**src/rtl/axi4_lite_reg_file.sv**
```systemverilog
// AXI4-Lite slave register file: DEPTH word registers with byte-strobed writes,
// optional read-only registers sourced from fabric, OKAY/SLVERR/DECERR responses.
module axi4_lite_reg_file #(
  parameter int unsigned                      ADDR_W     = 16,
  parameter int unsigned                      DATA_BYTES = 4,
  parameter int unsigned                      DEPTH      = 8,
  parameter logic [DEPTH-1:0]                 RO_MASK    = '0,
  parameter logic [DEPTH*DATA_BYTES*8-1:0]    RESET_VAL  = '0
) (
  input  logic                            aclk,
  input  logic                            aresetn,
  // AW channel
  input  logic [ADDR_W-1:0]               s_awaddr_i,
  input  logic [2:0]                      s_awprot_i,
  input  logic                            s_awvalid_i,
  output logic                            s_awready_o,
  // W channel
  input  logic [DATA_BYTES*8-1:0]         s_wdata_i,
  input  logic [DATA_BYTES-1:0]           s_wstrb_i,
  input  logic                            s_wvalid_i,
  output logic                            s_wready_o,
  // B channel
  output logic [1:0]                      s_bresp_o,
  output logic                            s_bvalid_o,
  input  logic                            s_bready_i,
  // AR channel
  input  logic [ADDR_W-1:0]               s_araddr_i,
  input  logic [2:0]                      s_arprot_i,
  input  logic                            s_arvalid_i,
  output logic                            s_arready_o,
  // R channel
  output logic [DATA_BYTES*8-1:0]         s_rdata_o,
  output logic [1:0]                      s_rresp_o,
  output logic                            s_rvalid_o,
  input  logic                            s_rready_i,
  // Fabric side
  output logic [DEPTH*DATA_BYTES*8-1:0]   reg_q,
  input  logic [DEPTH*DATA_BYTES*8-1:0]   reg_in,
  output logic [DEPTH-1:0]                wr_pulse,
  // FSM observation
  output logic [2:0]                      wr_state_o,
  output logic [1:0]                      rd_state_o
);

  // Handshake rule on every channel: a transfer happens on the rising edge where
  // valid and ready are both 1; a source holds valid and payload stable until then.

  localparam int unsigned DW    = DATA_BYTES * 8;
  localparam int unsigned OFF_W = $clog2(DATA_BYTES);
  localparam int unsigned IDX_W = ADDR_W - OFF_W;

  localparam logic [1:0] RESP_OKAY   = 2'b00;
  localparam logic [1:0] RESP_SLVERR = 2'b10;
  localparam logic [1:0] RESP_DECERR = 2'b11;

  typedef enum logic [2:0] {
    W_INIT    = 3'd0,
    W_IDLE    = 3'd1,
    W_WAIT_W  = 3'd2,
    W_WAIT_AW = 3'd3,
    W_RESP    = 3'd4
  } wr_state_e;

  typedef enum logic [1:0] {
    R_INIT = 2'd0,
    R_IDLE = 2'd1,
    R_RESP = 2'd2
  } rd_state_e;

  wr_state_e wr_state_q, wr_state_d;
  rd_state_e rd_state_q, rd_state_d;

  logic [DEPTH-1:0][DW-1:0] regs_q;
  logic [ADDR_W-1:0]        awaddr_q;
  logic [DW-1:0]            wdata_q;
  logic [DATA_BYTES-1:0]    wstrb_q;
  logic [1:0]               bresp_q;
  logic [DEPTH-1:0]         wr_pulse_q;
  logic [DW-1:0]            rdata_q;
  logic [1:0]               rresp_q;

  logic aw_hs, w_hs, ar_hs, commit;

  // Commit-time view: whichever of AW/W arrives on this edge is used directly.
  logic [ADDR_W-1:0]     c_addr;
  logic [DW-1:0]         c_data;
  logic [DATA_BYTES-1:0] c_strb;
  logic [IDX_W-1:0]      c_idx;
  logic                  c_in_range;
  logic                  c_is_ro;
  logic [DEPTH-1:0]      wsel;

  logic [IDX_W-1:0] r_idx;
  logic             r_in_range;
  logic [DW-1:0]    r_data;

  // ---------------- write FSM ----------------
  always_ff @(posedge aclk or negedge aresetn) begin
    if (!aresetn) begin
      wr_state_q <= W_INIT;
    end else begin
      wr_state_q <= wr_state_d;
    end
  end

  always_comb begin
    wr_state_d = wr_state_q;
    commit     = 1'b0;
    case (wr_state_q)
      W_INIT: wr_state_d = W_IDLE;
      W_IDLE: begin
        if (aw_hs && w_hs) begin
          wr_state_d = W_RESP;
          commit     = 1'b1;
        end else if (aw_hs) begin
          wr_state_d = W_WAIT_W;
        end else if (w_hs) begin
          wr_state_d = W_WAIT_AW;
        end
      end
      W_WAIT_W: begin
        if (w_hs) begin
          wr_state_d = W_RESP;
          commit     = 1'b1;
        end
      end
      W_WAIT_AW: begin
        if (aw_hs) begin
          wr_state_d = W_RESP;
          commit     = 1'b1;
        end
      end
      W_RESP: begin
        if (s_bready_i) begin
          wr_state_d = W_IDLE;
        end
      end
      default: wr_state_d = W_INIT;
    endcase
  end

  always_comb begin
    s_awready_o = (wr_state_q == W_IDLE) || (wr_state_q == W_WAIT_AW);
    s_wready_o  = (wr_state_q == W_IDLE) || (wr_state_q == W_WAIT_W);
    s_bvalid_o  = (wr_state_q == W_RESP);
  end

  assign aw_hs = s_awvalid_i && s_awready_o;
  assign w_hs  = s_wvalid_i && s_wready_o;

  always_comb begin
    c_addr     = aw_hs ? s_awaddr_i : awaddr_q;
    c_data     = w_hs ? s_wdata_i : wdata_q;
    c_strb     = w_hs ? s_wstrb_i : wstrb_q;
    c_idx      = c_addr[ADDR_W-1:OFF_W];
    c_in_range = (32'(c_idx) < DEPTH);
    c_is_ro    = 1'b0;
    wsel       = '0;
    for (int i = 0; i < DEPTH; i++) begin
      if (c_idx == IDX_W'(i)) begin
        c_is_ro = RO_MASK[i];
        wsel[i] = ~RO_MASK[i];
      end
    end
  end

  // RO slices stay at zero; their visible value comes from reg_in on reads.
  always_ff @(posedge aclk or negedge aresetn) begin
    if (!aresetn) begin
      for (int i = 0; i < DEPTH; i++) begin
        regs_q[i] <= RO_MASK[i] ? {DW{1'b0}} : RESET_VAL[i*DW +: DW];
      end
      awaddr_q   <= '0;
      wdata_q    <= '0;
      wstrb_q    <= '0;
      bresp_q    <= RESP_OKAY;
      wr_pulse_q <= '0;
    end else begin
      if (aw_hs) begin
        awaddr_q <= s_awaddr_i;
      end
      if (w_hs) begin
        wdata_q <= s_wdata_i;
        wstrb_q <= s_wstrb_i;
      end
      wr_pulse_q <= commit ? wsel : '0;
      if (commit) begin
        if (!c_in_range) begin
          bresp_q <= RESP_DECERR;
        end else if (c_is_ro) begin
          bresp_q <= RESP_SLVERR;
        end else begin
          bresp_q <= RESP_OKAY;
        end
        for (int i = 0; i < DEPTH; i++) begin
          if (wsel[i]) begin
            for (int b = 0; b < DATA_BYTES; b++) begin
              if (c_strb[b]) begin
                regs_q[i][b*8 +: 8] <= c_data[b*8 +: 8];
              end
            end
          end
        end
      end
    end
  end

  // ---------------- read FSM ----------------
  always_ff @(posedge aclk or negedge aresetn) begin
    if (!aresetn) begin
      rd_state_q <= R_INIT;
    end else begin
      rd_state_q <= rd_state_d;
    end
  end

  always_comb begin
    rd_state_d = rd_state_q;
    case (rd_state_q)
      R_INIT: rd_state_d = R_IDLE;
      R_IDLE: begin
        if (ar_hs) begin
          rd_state_d = R_RESP;
        end
      end
      R_RESP: begin
        if (s_rready_i) begin
          rd_state_d = R_IDLE;
        end
      end
      default: rd_state_d = R_INIT;
    endcase
  end

  always_comb begin
    s_arready_o = (rd_state_q == R_IDLE);
    s_rvalid_o  = (rd_state_q == R_RESP);
  end

  assign ar_hs = s_arvalid_i && s_arready_o;

  always_comb begin
    r_idx      = s_araddr_i[ADDR_W-1:OFF_W];
    r_in_range = (32'(r_idx) < DEPTH);
    r_data     = '0;
    for (int i = 0; i < DEPTH; i++) begin
      if (r_idx == IDX_W'(i)) begin
        r_data = RO_MASK[i] ? reg_in[i*DW +: DW] : regs_q[i];
      end
    end
  end

  // regs_q is sampled before any same-edge commit lands, so a colliding read
  // returns the pre-write value.
  always_ff @(posedge aclk or negedge aresetn) begin
    if (!aresetn) begin
      rdata_q <= '0;
      rresp_q <= RESP_OKAY;
    end else if (ar_hs) begin
      rdata_q <= r_data;
      rresp_q <= r_in_range ? RESP_OKAY : RESP_DECERR;
    end
  end

  // ---------------- outputs ----------------
  assign s_bresp_o  = bresp_q;
  assign s_rdata_o  = rdata_q;
  assign s_rresp_o  = rresp_q;
  assign reg_q      = regs_q;
  assign wr_pulse   = wr_pulse_q;
  assign wr_state_o = wr_state_q;
  assign rd_state_o = rd_state_q;

  // Protection bits and byte-offset address bits carry no meaning here.
  logic unused_ok;
  assign unused_ok = ^{s_awprot_i, s_arprot_i, s_awaddr_i, s_araddr_i};

endmodule

```
**config.mk**
```make
export PLATFORM = sky130hd
export DESIGN_NAME = axi4_lite_reg_file
export DESIGN_NICKNAME = d
export VERILOG_FILES = /design/src/rtl/axi4_lite_reg_file.sv
export SDC_FILE = /design/constraint.sdc
export NUM_CORES = 1
export LEC_CHECK = 0
export ABC_AREA = 1
export CORE_AREA = 2 2 250 252
export DETAILED_ROUTE_END_ITERATION = 16
export DIE_AREA = 0 0 252 254
export PLACE_DENSITY = 0.54
export SLEW_MARGIN = 20
export SYNTH_ARGS = -nofsm -noshare
export SYNTH_HDL_FRONTEND = slang
export SYNTH_SLANG_ARGS = --single-unit
export TNS_END_PERCENT = 5
```
**constraint.sdc**
```tcl
create_clock -name aclk -period 6 [get_ports aclk]
set_input_delay 1.2 -clock aclk [delete_from_list [all_inputs] [get_ports aclk]]
set_output_delay 1.2 -clock aclk [all_outputs]
set_load 0.01 [all_outputs]
```
### Yosys cells after proc, flatten, opt, wreduce, memory -nomap -nowiden

Index checks and enable logic that the tools add are counted.
Widths: inputs -> output; s select.

* register bits: 357
* bits of input ports: 337
* output and inout port bits: 310
* logic and storage cells: 150

* magnitude comparators: 2
* equal/unequal tests: 26
* mux-type cells: 36
* reduce and logical (&&, ||, !) cells: 44

Operator list (number)
* $mux 32: 9
* $eq 14x3->1 const B: 8
* $reduce_and 3->1: 32
* $eq 14x2->1 const B: 4
* $eq 14x1->1 const B: 2
* $logic_not 14->1: 2
* $lt 14x4->1 const B: 2
* $mux 3: 6
* $mux 16: 1
* $pmux 3 s5: 1
* $mux 1: 11
* $mux 2: 4
* $mux 8: 1
* $eq 3x2->1 const B: 2
* $ne 2x1->1 const B: 3
* $pmux 2 s3: 1
* $logic_and 1x1->1: 4
* $mux 4: 1
* $ne 2x2->1 const B: 2
* $ne 4x4->1 const B: 1
* $reduce_and 4->1: 1
* $eq 3x1->1 const B: 1
* $eq 3x3->1 const B: 1
* $logic_not 3->1: 1
* 6 further kinds: 7

### Longest topological paths before layout

Gate-level depths: netlist of run 1.

* depth after elaboration: 9
* gate-level depth with buffers: 16
* gate-level depth less buffers: 15

### Worst setup path before layout of run 1

OpenSTA, ideal clock, no wires.

* path kind: input-to-reg
* start: input port s_araddr_i[9]
* end: register rdata_q[12], in the netlist s_rdata_o[12]
* library setup time: 0.116 ns
* arrival time: 2.598 ns
* required time: 5.884 ns
* setup slack: 3.286 ns
* stages: 11
* path buffers: 1
* cell sequence: nor2_1 > nand2_1 > nor2_1 > buf_2 > nor2_1 > nand2_1 > nand3_1 > o21ai_0 > nand3_1 > nand2_1 > nand2_1

* longest elaborated chain between the ends: 9
* elaborated cells between the ends (all ways): 16
* classes of those cells: eq/ne: 7; mux: 8; reduce/logical: 1

RTL lines
* from (decl): line 27 `input logic [ADDR_W-1:0] s_araddr_i,`
* $logic_not 14->1: line 247 `if (r_idx == IDX_W'(i)) begin`
* $mux 32 (7 in series): line 247
* $mux 32 *: line 247
* to (signal assigned): line 260 `rdata_q <= r_data;`
* to (decl): line 79 `logic [DW-1:0] rdata_q;`

Every way passes the cells marked *; elsewhere a longest branch is shown, timed or not.
A chain may end at the register's enable or synchronous reset.

### Worst setup path after layout of run 1

* start: input port s_araddr_i[9]
* end: register rdata_q[0], in the netlist s_rdata_o[0]

The elaborated chain is that of the path after synthesis.

==> results.toml, run 1 <==
[clocking]
clkTransAtPathRegs_ps = 60
clock-sinks = 353
postCtsSetupRepairBufs = 0
cts_resized = 0
hold_buffers = 0
cts_root_buf = "clkbuf_16"
clockBufferDepth = 3
cts_tree = "yes"
cts_max_level = 2
cts_buffers = 43
clock_latency_ps = 580

[logic_synthesis]
yosys_most_used_dff = "dfrtp_1"
synth_cells = 2056
synth_async_sr_flop_share_pct = 100.0
ys_warn_count = 0
yosysTopAreaCell = "dfrtp_1"
synth.distinct_cells = 34
synth_edf_count = 0
ys_ff_latch = 353
synth.top_cell.area_share_pct = 51.75
syn_area_per_cell_sq_um = 8.302
synth_common_cells = "nand2_1, dfrtp_1, inv_1"
synth_area_leaders = "dfrtp_1, nand2_1, o21ai_2"
synth_nets = 2393
ys_seq_area_share_pct = 51.75
yosysMostFrequentCell = "nand2_1"
netlist_area_sq_mm = 0.01707

[sta]
relSlewSlack_pct = 28.04
final-setup-viol-count = 0
min_period_ps = 3901
fin_worst_skew_ps = 22.73
rsz0062_at_grt = "false"
period_share_pct = 65.01
final_hold_viol_count = 0
worst_slack_ps = 2099
tightest_slew_ps = 1078
drv_slew = 0
fmax_mhz = 256.4
finalSetupTns_ps = 0

[worst_setup_path]
required_ps = 6500
slowest_delay_ps = 690
cp_cell_sequence = "clkdlybuf4s50_1 > nor2_1 > nand2_1 > nor2_1 > nand2_1 > nor2_1 > nor2_1 > nand3_1 > nand2_1 > nand2_1 > nand2_1 > nand2_1"
crit_path_start_kind = "input port"
cp.arrival_ps = 4400
crit_type = "input port to register"
worstPathMaxFanout = 11
end_kind = "register"
crit_top_cell = "nand2_1"
crit_slowest_cell = "nor2_1"

[pwr]
p_int_mw = 4.581
p_switching_mw = 2.404
pwr-share-clk_pct = 38.6
ir_worst_vdd_v = 0.0004478
switching_share_pct = 34.42
cellLeakagePower_nw = 11.15
power.density_mw_per_mm2 = 301.3
pwr-share-seq_pct = 37.7
totalPowerFinal_mw = 6.986
pwr-share-comb_pct = 23.7

[drt]
dr.pass1.iters = 5
first_iter_violations = 1054
antenna_left = 0
wirelength_mm = 70.66
viasPerCell = 4.689
via_count = 15297
wire_per_inst_microns = 21.66
remaining_drc_errors = 0

[global_routing]
gr-usage-met3_pct = 7.078
grt_usage_pct = 21.87
antenna_found_initial = 9
met2_usage_pct = 31.24
grt_max_degree = 128
grt_pass1_vias = 15018
use_met1_pct = 31.04
busiest_layer = "met2"
grt_overflow = 0
grt_pass1_wl_mm = 101.8

[cells_and_area]
syn_to_final_growth_pct = 35.82
fin_area_sq_mm = 0.02318
drive_above_1_share_pct = 12.15
nNetsFinal = 2774

[placed_design]
dpl.hpwl_mm = 49.63
place_area_sq_mm = 0.02167
dp_slack_ps = 1415
place.gp.congestion = 0.8567
io_buffers = 380

[floorplan]
start_util_pct = 27.86
dieArea_sq_mm = 0.06401
core_area_sq_mm = 0.06126
rows = 91
die_y_microns = 254
fp.dieW_microns = 252
ios = 647

[hold_path]
hp-class = "register to register"

[flow_run]
drv_cap = 0

[status]
status = "completed"
cell usage in the layout, fill, tap and decap left out, types with 2 or more instances in the layout:
cell type | Yosys | routed
a21oi_1 | 3 | 3
and2_1 | 32 | 32
buf_12 | 0 | 2
buf_4 | 2 | 22
bufinv_16 | 0 | 4
clkbuf_1 | 33 | 5
clkbuf_16 | 0 | 44
clkbuf_8 | 0 | 9
clkdlybuf4s50_1 | 0 | 379
clkinv_2 | 0 | 9
clkinvlp_4 | 0 | 4
dfrtp_1 | 353 | 353
diode_2 | 0 | 3
inv_1 | 187 | 187
inv_2 | 5 | 5
inv_4 | 7 | 7
inv_6 | 0 | 2
nand2_1 | 807 | 806
nand2_2 | 15 | 16
nand2_4 | 30 | 30
nand3_1 | 116 | 116
nand3_2 | 5 | 5
nand4_1 | 49 | 49
nor2_1 | 106 | 99
nor2_2 | 4 | 9
nor2_4 | 18 | 20
nor2_8 | 10 | 10
nor3_1 | 7 | 6
nor3_2 | 1 | 2
o21ai_0 | 44 | 44
o21ai_1 | 86 | 86
o21ai_2 | 86 | 86
o21ai_4 | 2 | 2
o22ai_1 | 3 | 3
or2_2 | 5 | 5
critical path, delay by kind of cell:
family | cells | cell delay (ps)
buffers and inverters | 1 | 400
AND/OR/NAND/NOR | 11 | 2780
cell families after synthesis:
| logic type | synth area share, % |
|---|---|
| compound gates | 8.657 |
| flops | 51.75 |
| simple gates | 32.45 |
| buf+inv | 7.140 |
per-layer routing:
metal	vias up	wire length (microns)
li1	7236	-
met1	7284	32580
met2	656	28910
met3	111	7047
met4	10	2059
met5	-	68
layout make-up:
type	count	area, sq um
diodes	3	7.507
clock buffers	57	1230
clock inverters	20	232.7
fillers	6213	38070
inverters	200	769.5
multi-input cells	1433	7067
flip-flops and latches	353	8833
well taps	790	988.4
repair buffers	406	4055
power by group through the flow:
stage | logic (mW) | clock network [mW] | registers (mW)
2_1_floorplan | 1.09 | 0 | 2.66
3_3_place_gp | 1.65 | 0 | 2.67
3_5_place_dp | 1.67 | 0 | 2.67
4_1_cts | 1.68 | 2.76 | 2.63
5_1_grt | 1.83 | 2.85 | 2.65
6_report | 1.66 | 2.70 | 2.63
flip-flops by register name, summed over array words and instances, names as in the netlist:
name and count:
reg_q 256, s_rdata_o 32, wdata_q 32, awaddr_q 14, wr_pulse 8, wstrb_q 4
wr_state_o 3, rd_state_o 2, s_bresp_o 1, s_rresp_o 1
final timing paths:
kind	endpoint	start	slack (ps)	cells after the start
worst max-delay path	s_rdata_o[0]	s_araddr_i[9]	2100	12
worst min-delay path	s_rdata_o[21]	s_rdata_o[21]	480	2
worst max register to register	reg_q[235]	wr_state_o[0]	2510	13
worst min register to register	s_rdata_o[21]	s_rdata_o[21]	480	2
max in group asynchronous	awaddr_q[9]	aresetn	3960	3
min in group asynchronous	reg_q[9]	aresetn	530	1
through the flow:
step,utilization [%],hold WS [ps],cells
global placement,35.38,462.3,3180
floorplan,-,448.8,2056
global route,37.83,501.6,3259
detailed placement,35.38,464.9,3180
finish,37.85,477.3,3262
CTS,37.77,481.3,3257
(Power assumes the default switching activity.)
==> inputs of run 2 (changes only) <==
==> constraint.sdc (replaced) <==
create_clock -name aclk -period 4 [get_ports aclk]
set_input_delay 0.8 -clock aclk [delete_from_list [all_inputs] [get_ports aclk]]
set_output_delay 0.8 -clock aclk [all_outputs]
set_load 0.01 [all_outputs]
==> results.toml, run 2 (synthesized netlist as in run 1, its figures left out) <==
[global_routing]
grt_overflow = 0
grt_usage_pct = 21.80
grt_max_degree = 100
grt_pass1_wl_mm = 102.3
antenna_found_initial = 7
grt_pass1_vias = 15274

[sta]
worst_slack_ps = 915.0
final_hold_viol_count = 0
rsz0062_at_grt = "false"
fin_worst_skew_ps = 28.55
tightest_slew_ps = 854.5
relSlewSlack_pct = 43.03
min_period_ps = 3085
fmax_mhz = 324.1
final-setup-viol-count = 0
hold_slack_ps = 309.3
period_share_pct = 77.13
drv_slew = 0
finalSetupTns_ps = 0

[cells_and_area]
layout_common_cells = "nand2_1, clkdlybuf4s50_1, dfrtp_1"
layout_commonest_cell = "nand2_1"
seq_area_sq_mm = 0.008833
syn_to_final_growth_pct = 36.64
drive_above_1_share_pct = 12.51
largest_reg_flops = 256
nNetsFinal = 2785
multi_input_area_sq_mm = 0.007067
fillers = 6268

[worst_setup_path]
crit_end = "s_rdata_o[22]"
rr_endpoint = "reg_q[177]"
r2r_slack_ps = 1280
r2r_start = "wr_state_o[0]"
required_ps = 4500
crit_type = "input port to register"
rr_worst_depth = 14
crit_path_start_kind = "input port"
crit_start = "s_araddr_i[9]"
end_kind = "register"
cp.arrival_ps = 3590
worstPathMaxFanout = 10

[hold_path]
hp-class = "input port to asynchronous set/reset pin"

[pwr]
cellLeakagePower_nw = 11.24
power.density_mw_per_mm2 = 453.7
ir_worst_vdd_v = 0.0002796

[flow_run]
drv_cap = 0

[clocking]
hold_buffers = 0
clkTransAtPathRegs_ps = 60
clockBufferDepth = 3
clock_latency_ps = 570
cts_root_buf = "clkbuf_16"
clock-sinks = 353
cts_max_level = 2
postCtsSetupRepairBufs = 0
cts_tree = "yes"
cts_resized = 0
cts_buffers = 41

[placed_design]
place.gp.congestion = 0.8654
dpl.hpwl_mm = 50.46
dp_slack_ps = 342.7
io_buffers = 380

[drt]
antenna_left = 0
viasPerCell = 4.735
remaining_drc_errors = 0
wire_per_inst_microns = 21.43
via_count = 15492
wirelength_mm = 70.12
first_iter_violations = 1025
dr.pass1.iters = 5

[floorplan]
ios = 647
dieArea_sq_mm = 0.06401
start_util_pct = 27.86
fp.dieW_microns = 252
rows = 91
core_area_sq_mm = 0.06126
die_y_microns = 254

[status]
status = "completed"
run 2: cell types whose count changed in the layout (fill, tap and decap cells not counted), sizes merged, moves of 4 or more:
cell,before,now
clkbuf,58,51
bufinv,4,8
clkinvlp,4,0
buf,26,40
run 2: worst min-delay path by stage:
stage | startpoint | end | slack (ps) | depth (start not counted)
2_1_floorplan | awaddr_q[6] | awaddr_q[6] | 450 | 2
3_3_place_gp | awaddr_q[8] | awaddr_q[8] | 460 | 2
3_5_place_dp | s_rdata_o[28] | s_rdata_o[28] | 460 | 2
4_1_cts | aresetn | s_rdata_o[9] | 330 | 1
5_1_grt | aresetn | s_rdata_o[9] | 370 | 1
6_report | aresetn | s_rdata_o[9] | 310 | 1
run 2: area by class of cell:
type                       count  area share (%)
sequential                   353           37.87
timing repair buffer         419           18.01
multi-input combinational   1433           30.30
clock buffer                  51           4.860
clock inverter                22           1.379
inverter                     200           3.294
antenna                        4         0.04292
tap                          790           4.238
run 2: where the power goes:
part	leakage [nW]	switching, mW	internal [mW]
clock	0.729	1.59	2.53
sequential	4.82	0.101	3.84
combinational	5.69	1.90	0.626
run 2: metrics by stage:
| step | std cells | power (mW) | instance area, sq um | util, % |
|---|---|---|---|---|
| final | 3272 | 10.58 | 23320 | 38.08 |
| after global routing | 3268 | 11.08 | 23310 | 38.06 |
| after CTS | 3268 | 10.70 | 23310 | 38.06 |
| after detailed placement | 3195 | 6.558 | 21860 | 35.68 |
| after global placement | 3195 | 6.513 | 21860 | 35.68 |
| after floorplan | 2056 | 5.621 | 17070 | - |
run 2: worst max-delay path, stage by stage:
cell	delay, ps
clkdlybuf4s50_1	400
nor2_1	270
nand2_1	460
inv_1	240
nand4_1	570
buf_4	450
nor2_1	130
nor2_1	60
nand4_1	60
nand2_1	50
nand2_1	80
run 2: per-layer routing:
metal  vias up  track usage [%]  wire length (microns)
met2       664            31.52                  29020
met4         4            8.724                   2746
met1      7416            30.13                  31230
li1       7272                -                      -
met3       136            6.852                   7080
met5         -                0                     31
